===== config.mk =====
export PLATFORM = sky130hd
export DESIGN_NAME = fifo_uart_tx
export DESIGN_NICKNAME = d
export VERILOG_FILES = /design/src/rtl/uart_pkg.sv /design/src/rtl/uart_baud_cnt.sv /design/src/rtl/fifo_uart_tx.sv
export SDC_FILE = /design/constraint.sdc
export NUM_CORES = 1
export LEC_CHECK = 0
export BUFFER_PORTS_ARGS = -buffer_cell sky130_fd_sc_hd__clkbuf_2
export CAP_MARGIN = 15
export CORE_MARGIN = 4
export CORE_UTILIZATION = 29
export DETAILED_ROUTE_END_ITERATION = 12
export GPL_TIMING_DRIVEN = 0
export PLACE_DENSITY_LB_ADDON = 0.2
export RECOVER_POWER = 50
export SLEW_MARGIN = 10
export SYNTH_ARGS = -nofsm -noshare
export SYNTH_HDL_FRONTEND = slang
export SYNTH_SLANG_ARGS = --single-unit
export TNS_END_PERCENT = 20

===== constraint.sdc =====
create_clock -name clk -period 2.8 [get_ports clk]
set_input_delay 0.84 -clock clk [delete_from_list [all_inputs] [get_ports clk]]
set_output_delay 0.84 -clock clk [all_outputs]
set_load 0.02 [all_outputs]

===== src/rtl/uart_pkg.sv =====
// Shared definitions for the FIFO-fed UART transmitter: state encoding and
// the default bit period.
package uart_pkg;

  localparam int DEFAULT_CLKS_PER_BIT = 16;

  localparam logic [2:0] S_IDLE   = 3'd0;
  localparam logic [2:0] S_START  = 3'd1;
  localparam logic [2:0] S_DATA   = 3'd2;
  localparam logic [2:0] S_PARITY = 3'd3;
  localparam logic [2:0] S_STOP   = 3'd4;

  typedef enum logic [2:0] {
    ST_IDLE   = S_IDLE,
    ST_START  = S_START,
    ST_DATA   = S_DATA,
    ST_PARITY = S_PARITY,
    ST_STOP   = S_STOP
  } uart_state_t;

endpackage


===== src/rtl/uart_baud_cnt.sv =====
// Bit-period divider: counts 0..CLKS_PER_BIT-1 and flags the last and
// second-to-last cycle of each serial bit.
module uart_baud_cnt
  import uart_pkg::*;
#(
  parameter int CLKS_PER_BIT = DEFAULT_CLKS_PER_BIT
) (
  input  logic clk,
  input  logic rst,
  input  logic i_clr,
  output logic o_bit_end,
  output logic o_pre_end
);

  localparam int CW = $clog2(CLKS_PER_BIT);

  logic [CW-1:0] r_cnt;

  always_ff @(posedge clk or posedge rst) begin
    if (rst) begin
      r_cnt <= '0;
    end else if (i_clr || o_bit_end) begin
      r_cnt <= '0;
    end else begin
      r_cnt <= r_cnt + 1'b1;
    end
  end

  assign o_bit_end = (r_cnt == CW'(CLKS_PER_BIT - 1));
  // One cycle early, so registered outputs can line up with the bit end.
  assign o_pre_end = (r_cnt == CW'(CLKS_PER_BIT - 2));

endmodule


===== src/rtl/fifo_uart_tx.sv =====
// Drains a byte FIFO and serializes each word as a UART frame:
// start, data LSB first, optional even parity, one or two stop bits.
module fifo_uart_tx
  import uart_pkg::*;
#(
  parameter int DATA_WIDTH   = 8,
  parameter int CLKS_PER_BIT = DEFAULT_CLKS_PER_BIT,
  parameter int PARITY_EN    = 0,
  parameter int STOP_BITS    = 1
) (
  input  logic                  clk,
  input  logic                  reset,
  input  logic                  tx_en,
  input  logic                  fifo_empty,
  input  logic [DATA_WIDTH-1:0] fifo_rd_data,
  output logic                  fifo_rd,
  output logic                  tx,
  output logic                  busy,
  output logic                  frame_done,
  output logic [2:0]            dbg_state
);

  localparam int BW = $clog2(DATA_WIDTH + 1);

  if (CLKS_PER_BIT < 2) begin : g_bad_cpb
    $error("fifo_uart_tx: CLKS_PER_BIT must be at least 2");
  end
  if (STOP_BITS != 1 && STOP_BITS != 2) begin : g_bad_stop
    $error("fifo_uart_tx: STOP_BITS must be 1 or 2");
  end

  uart_state_t           r_state, w_next;
  logic [DATA_WIDTH-1:0] r_shift, w_shift;
  logic [BW-1:0]         r_bit, w_bit;
  logic                  r_stop, w_stop;
  logic                  r_par, w_par;
  logic                  r_tx, w_tx;
  logic                  r_busy;
  logic                  r_done, w_done;
  logic                  w_bit_end, w_pre_end, w_last_stop;
  logic                  w_can_pop, w_pop, w_baud_clr;

  // Reset gates the pop so a held reset never drains the FIFO.
  assign w_can_pop   = tx_en && !fifo_empty && !reset;
  assign w_last_stop = (STOP_BITS == 2) ? r_stop : 1'b1;
  assign w_pop       = w_can_pop && ((r_state == ST_IDLE) ||
                       (r_state == ST_STOP && w_bit_end && w_last_stop));
  assign w_baud_clr  = (r_state == ST_IDLE) || w_pop;

  uart_baud_cnt #(.CLKS_PER_BIT(CLKS_PER_BIT)) u_baud (
    .clk       (clk),
    .rst       (reset),
    .i_clr     (w_baud_clr),
    .o_bit_end (w_bit_end),
    .o_pre_end (w_pre_end)
  );

  always_comb begin
    w_next  = r_state;
    w_tx    = r_tx;
    w_shift = r_shift;
    w_bit   = r_bit;
    w_stop  = r_stop;
    w_par   = r_par;
    w_done  = 1'b0;
    case (r_state)
      ST_IDLE: w_tx = 1'b1;
      ST_START: begin
        if (w_bit_end) begin
          w_next  = ST_DATA;
          w_tx    = r_shift[0];
          w_shift = r_shift >> 1;
        end
      end
      ST_DATA: begin
        if (w_bit_end) begin
          if (r_bit == BW'(DATA_WIDTH - 1)) begin
            w_bit = '0;
            if (PARITY_EN != 0) begin
              w_next = ST_PARITY;
              w_tx   = r_par;
            end else begin
              w_next = ST_STOP;
              w_tx   = 1'b1;
            end
          end else begin
            w_bit   = r_bit + 1'b1;
            w_tx    = r_shift[0];
            w_shift = r_shift >> 1;
          end
        end
      end
      ST_PARITY: begin
        if (w_bit_end) begin
          w_next = ST_STOP;
          w_tx   = 1'b1;
        end
      end
      ST_STOP: begin
        w_done = w_pre_end && w_last_stop;
        if (w_bit_end) begin
          if (!w_last_stop) begin
            w_stop = 1'b1;
          end else begin
            w_stop = 1'b0;
            w_next = ST_IDLE;
            w_tx   = 1'b1;
          end
        end
      end
      default: w_next = ST_IDLE;
    endcase
    // A pop from IDLE or the final stop cycle starts the next frame directly.
    if (w_pop) begin
      w_shift = fifo_rd_data;
      w_par   = ^fifo_rd_data;
      w_bit   = '0;
      w_stop  = 1'b0;
      w_next  = ST_START;
      w_tx    = 1'b0;
    end
  end

  always_ff @(posedge clk or posedge reset) begin
    if (reset) begin
      r_state <= ST_IDLE;
      r_tx    <= 1'b1;
      r_busy  <= 1'b0;
      r_done  <= 1'b0;
      r_shift <= '0;
      r_bit   <= '0;
      r_stop  <= 1'b0;
      r_par   <= 1'b0;
    end else begin
      r_state <= w_next;
      r_tx    <= w_tx;
      r_busy  <= (w_next != ST_IDLE);
      r_done  <= w_done;
      r_shift <= w_shift;
      r_bit   <= w_bit;
      r_stop  <= w_stop;
      r_par   <= w_par;
    end
  end

  assign fifo_rd    = w_pop;
  assign tx         = r_tx;
  assign busy       = r_busy;
  assign frame_done = r_done;
  assign dbg_state  = r_state;

endmodule


==> impl_metrics.tcl, run 1 <==
set metrics [dict create \
    clock_sinks 22 \
    antenna_found_initial 0 \
    portBuffers 18 \
    p_total_mw 1.232 \
    cp_max_fo 3 \
    critPathRequiredTime_ns 1.96 \
    start_kind "input port" \
    ant_nets 0 \
    drive_above_1_share_pct 30.16 \
    fin_crit_ns 2.704 \
    yosysUniqueCellTypes 34 \
    diodes 0 \
    syn_avg_cell_area_sq_um 11.44 \
    syn-num-nets 117 \
    die_area_sq_um 5104 \
    mostFrequentLayoutCell "dfrtp_1" \
    cts.reportedPaths.clkPinSlew_ns 0.08 \
    drtIter0Drc 50 \
    syn_area_sq_um 1167 \
    final.period_utilization_pct 96.56 \
    drc 0 \
    track_usage_pct 9.624 \
    async_flop_share_pct 100.0 \
    criticalPathCategory "input port to output port" \
    clock_path_buffers 2 \
    cts-root-buf "clkbuf_8" \
    grt_pass1_vias 863 \
    synth_cells 102 \
    core-area_sq_um 3771 \
    setup_viol 0 \
    cts_buffers 3 \
    ys_ff_latch 22 \
    cap_violations 0 \
    pre_cts_slack_ns -0.2324 \
    final_cell_mix "21 x dfrtp_1, 17 x clkbuf_2, 14 x nor2_1" \
    cts_tree "done" \
    area_delta_synth_final_pct 19.72 \
    grt_setup_unrepaired "false" \
    dpl.hpwl_microns 1620 \
    final_area_sq_um 1398 \
    post-route-util_pct 37.06 \
    synth_flop_cell "dfrtp_1" \
    leakage_nw 0.6692 \
    clock_latency_ns 0.26 \
    cts-htree-levels 1 \
    place_area_sq_um 1318 \
    peakVddDrop_mv 0.3402 \
    setup_slack_ns 0.09637 \
    start_util_pct 30.96 \
    cp-end-kind "output port" \
    synth_edf_count 0 \
    overflow 0 \
    vias 803 \
    routedWlPerCell_microns 12.69 \
    hold_viol 0 \
    stdcell_count 174 \
    vias_per_cell 4.615 \
    cp.arrival_ns 1.86 \
    yosysSeqAreaShare_pct 47.27 \
    gp_congestion 0.7737 \
    placed_cells 168 \
    nNetsFinal 142 \
    die_h_microns 71.45 \
    hold_path.class "register to register" \
    totalWireLength_microns 2208 \
    die_w_microns 71.45 \
    timing.fmax_mhz 369.9 \
    dr.pass1.iters 4 \
    status "complete, no violations" \
    slew_headroom_pct 44.20 \
    finClkSkew_ns 0.0008774 \
    top_level_ports 19 \
    rows 22 \
    grt_pass1_wl_microns 3870 \
    yosys_warnings 0 \
    power_density_nw_per_um2 881.7 \
    hold_buffers 0 \
    grt_max_degree 23 \
    worst_pin_slew_ns 0.8361 \
    finalMaxSlewViolations 0 \
]
[worst paths after layout]
kind                            slack [ns]            start              end  depth (start not counted)
worst max-delay path                   0.1            reset          fifo_rd                          5
worst min-delay path                  0.49  u_baud.r_cnt[0]  u_baud.r_cnt[0]                          1
worst max register to register        0.56     dbg_state[0]       r_shift[4]                          7
worst min register to register        0.49  u_baud.r_cnt[0]  u_baud.r_cnt[0]                          1
max in group asynchronous             1.55            reset  u_baud.r_cnt[1]                          2
min in group asynchronous             0.73            reset  u_baud.r_cnt[2]                          2
[layout make-up]
type,instances,area (sq um)
clock inverter,1,30.03
fill,373,2374
multi-input combinational,73,575.6
sequential,22,551.8
clock buffer,3,41.29
buffer,4,23.77
timing repair buffer,20,103.9
tap,48,60.06
inverter,3,11.26
[per-stage QoR]
stage	hold WS (ns)	TNS (ns)
final	0.4857	0
after global placement	0.4702	-0.2299
after floorplan	0.4547	0
after detailed placement	0.4817	-0.2324
after global routing	0.5198	0
after CTS	0.4929	0
[sequential cells by signal, summed over array words and instances, names as in the netlist]
| signal | cells |
|---|---|
| dbg_state | 3 |
| tx | 1 |
| u_baud.r_cnt | 4 |
| r_shift | 8 |
| r_bit | 4 |
| busy | 1 |
| frame_done | 1 |
[timing repair]
item | in CTS | in global routing
hold endpoints to repair | 0 | 0
setup buffers | 2 | 0
pin swaps | 1 | 1
gates resized for setup | 1 | 0
endpoints found under the setup margin | 1 | 1
[report_power, final]
part	internal [mW]	switching [mW]
Sequential	0.439	0.0923
Clock	0.191	0.0996
Combinational	0.212	0.199
[kinds of logic (layout without fill, tap and decap cells)]
group | after synthesis | count (layout) | share of synthesized area, %
AOI/OAI and AO/OA | 13 | 13 | 8.682
DFF | 22 | 22 | 47.27
muxes | 16 | 16 | 17.47
buffers and inverters | 7 | 31 | 3.643
and+or+nand+nor | 37 | 37 | 16.61
xor gates and xnor gates | 3 | 3 | 2.251
adders and majority gates | 4 | 4 | 4.073
[synthesized netlist by cell type (all sizes together) (2+ instances only)]
master / instances / area share [%]
a21oi: 3 / 1.3
and2: 2 / 1.1
and3: 3 / 1.6
buf: 3 / 2.4
dfrtp: 21 / 45
ha: 3 / 3.2
inv: 3 / 0.96
mux2: 14 / 16
mux2i: 2 / 1.7
nand2: 6 / 1.9
nand3: 5 / 2.6
nor2: 14 / 4.5
nor3b: 2 / 1.7
o21ai: 5 / 2.1
xor2: 2 / 1.5
[metal layers]
layer | routed length (microns) | up-vias | global-route usage [%]
li1 | - | 399 | -
met1 | 1067 | 380 | 12.26
met2 | 964 | 20 | 14.80
met3 | 136 | 4 | 3.927
met4 | 39 | 0 | 3.132
met5 | 0 | - | 0
[critical path, stage by stage]
cell and delay [ns]:
clkbuf_1 0.08, or3b_4 0.42, a211oi_4 0.22, buf_6 0.14
clkbuf_2 0.16
(Power assumes the default switching activity.)
==> inputs of run 2 (changes only) <==
- CAP_MARGIN: 15 -> unset
- MAX_ROUTING_LAYER: unset -> met4
==> run 2 against run 1 <==
Critical path depth unchanged. Die area unchanged. Combinational power about the same. Clock skew unchanged. Cell count unchanged. Count of clock-buffer cells in the layout unchanged. Non-clock buffer count unchanged. Core utilization unchanged. Sequential share of layout area unchanged. Largest power group unchanged. Highest routed layer unchanged.
==> impl_metrics.tcl, run 2 (synthesized netlist as in run 1, its figures left out) <==
set metrics [dict create \
    criticalPathCategory "input port to output port" \
    worst_pin_slew_ns 0.8361 \
    grt_setup_unrepaired "false" \
    clock_path_buffers 2 \
    nNetsFinal 142 \
    final_area_sq_um 1398 \
    clock_sinks 22 \
    grt_max_degree 23 \
    drtIter0Drc 51 \
    track_usage_pct 9.910 \
    largestRegisters "r_shift x8, r_bit x4, u_baud.r_cnt x4" \
    fill_cells 373 \
    cp.arrival_ns 1.86 \
    largest_register_ffs 8 \
    regMostFlops "r_shift" \
    start_util_pct 30.96 \
    dr.pass1.iters 4 \
    hold_end "u_baud.r_cnt[0]" \
    dpl.hpwl_microns 1620 \
    layout.area.seq_sq_um 551.8 \
    hold_viol 0 \
    diodes 0 \
    final.setup.tns_ns 0 \
    die_h_microns 71.45 \
    peakVddDrop_mv 0.3402 \
    status "complete, no violations" \
    pre_cts_slack_ns -0.2324 \
    grt_pass1_wl_microns 3870 \
    setup_slack_ns 0.09637 \
    hold_start "u_baud.r_cnt[0]" \
    die_area_sq_um 5104 \
    top_level_ports 19 \
    vias 803 \
    drc 0 \
    cts.reportedPaths.clkPinSlew_ns 0.08 \
    drive_above_1_share_pct 30.16 \
    ant_nets 0 \
    cts-htree-levels 1 \
    worstHoldPathCells 1 \
    overflow 0 \
    final.period_utilization_pct 96.56 \
    power_density_nw_per_um2 881.7 \
    area_delta_synth_final_pct 19.72 \
    portBuffers 18 \
    slew_headroom_pct 44.20 \
    fin_crit_ns 2.704 \
    core-area_sq_um 3771 \
    multiInputGateArea_sq_um 575.6 \
    post-route-util_pct 37.06 \
    placed_cells 168 \
    cap_violations 0 \
    timing.fmax_mhz 369.9 \
    drt-met1-wl_microns 1078 \
    routedWlPerCell_microns 12.70 \
    hold_path.class "register to register" \
    cts-root-buf "clkbuf_8" \
    totalWireLength_microns 2209 \
    reg2regPathDepth 7 \
    clock_latency_ns 0.26 \
    rr_endpoint "r_shift[4]" \
    met3WireLength_microns 125 \
    finClkSkew_ns 0.0008774 \
    final_cell_mix "21 x dfrtp_1, 17 x clkbuf_2, 14 x nor2_1" \
    top_layer_used "met4" \
    start_kind "input port" \
    die_w_microns 71.45 \
    vias_per_cell 4.615 \
    leakage_nw 0.6692 \
    finalMaxSlewViolations 0 \
    cp-end-kind "output port" \
    critPathRequiredTime_ns 1.96 \
    dr_wl_met2_microns 965 \
    cp_max_fo 3 \
    gp_congestion 0.7842 \
    rrSetupSlack_ns 0.56 \
    antenna_found_initial 0 \
    cts_tree "done" \
    worstReg2RegStart "dbg_state[0]" \
    setup_viol 0 \
    hold_buffers 0 \
    place_area_sq_um 1318 \
    rows 22 \
    cts_buffers 3 \
    stdcell_count 174 \
    mostFrequentLayoutCell "dfrtp_1" \
    grt_pass1_vias 863 \
]
## run 2: power breakdown
group	switching, mW	total, mW	leakage [nW]	internal, mW
sequential	0.0923	0.531	0.278	0.439
clock	0.0996	0.290	0.0357	0.191
combinational	0.199	0.411	0.355	0.212
total	0.391	1.23	0.669	0.842
## run 2: timing repair
item / 4_1_cts / 5_1_grt
setup endpoints to repair: 1 / 1
gates resized for setup: 1 / 0
setup buffers: 2 / 0
pin swaps: 1 / 1
## run 2: worst max-delay path, stage by stage
cell,delay (ns)
clkbuf_1,0.08
or3b_4,0.42
a211oi_4,0.22
buf_6,0.14
clkbuf_2,0.16
## run 2: metal layers
metal / global-route usage, % / up-vias
li1: - / 399
met1: 12.44 / 380
met2: 14.80 / 20
met3: 3.647 / 4
met4: 3.132 / 0
met5: - / -
## run 2: cell type report
| type | count | area share, % |
|---|---|---|
| tap | 48 | 4.297 |
| multi-input combinational | 73 | 41.18 |
| inverter | 3 | 0.8057 |
| clock inverter | 1 | 2.149 |
| clock buffer | 3 | 2.954 |
| buffer | 4 | 1.701 |
| timing repair buffer | 20 | 7.431 |
| sequential | 22 | 39.48 |
## run 2: metrics by stage
stage               hold WS [ns]  total power [mW]
finish                    0.4857             1.232
floorplan                 0.4547            0.8603
global placement          0.4702            0.9487
global route              0.5198             1.333
CTS                       0.4929             1.268
detailed placement        0.4817            0.9677
## run 2: worst max-delay path by stage
stage | startpoint | end | slack, ns | depth (start not counted)
6_report | reset | fifo_rd | 0.1 | 5
5_1_grt | dbg_state[0] | fifo_rd | 0.03 | 5
4_1_cts | reset | fifo_rd | 0.04 | 5
3_5_place_dp | reset | fifo_rd | -0.23 | 5
3_3_place_gp | reset | fifo_rd | -0.23 | 5
2_1_floorplan | reset | fifo_rd | 0.17 | 3
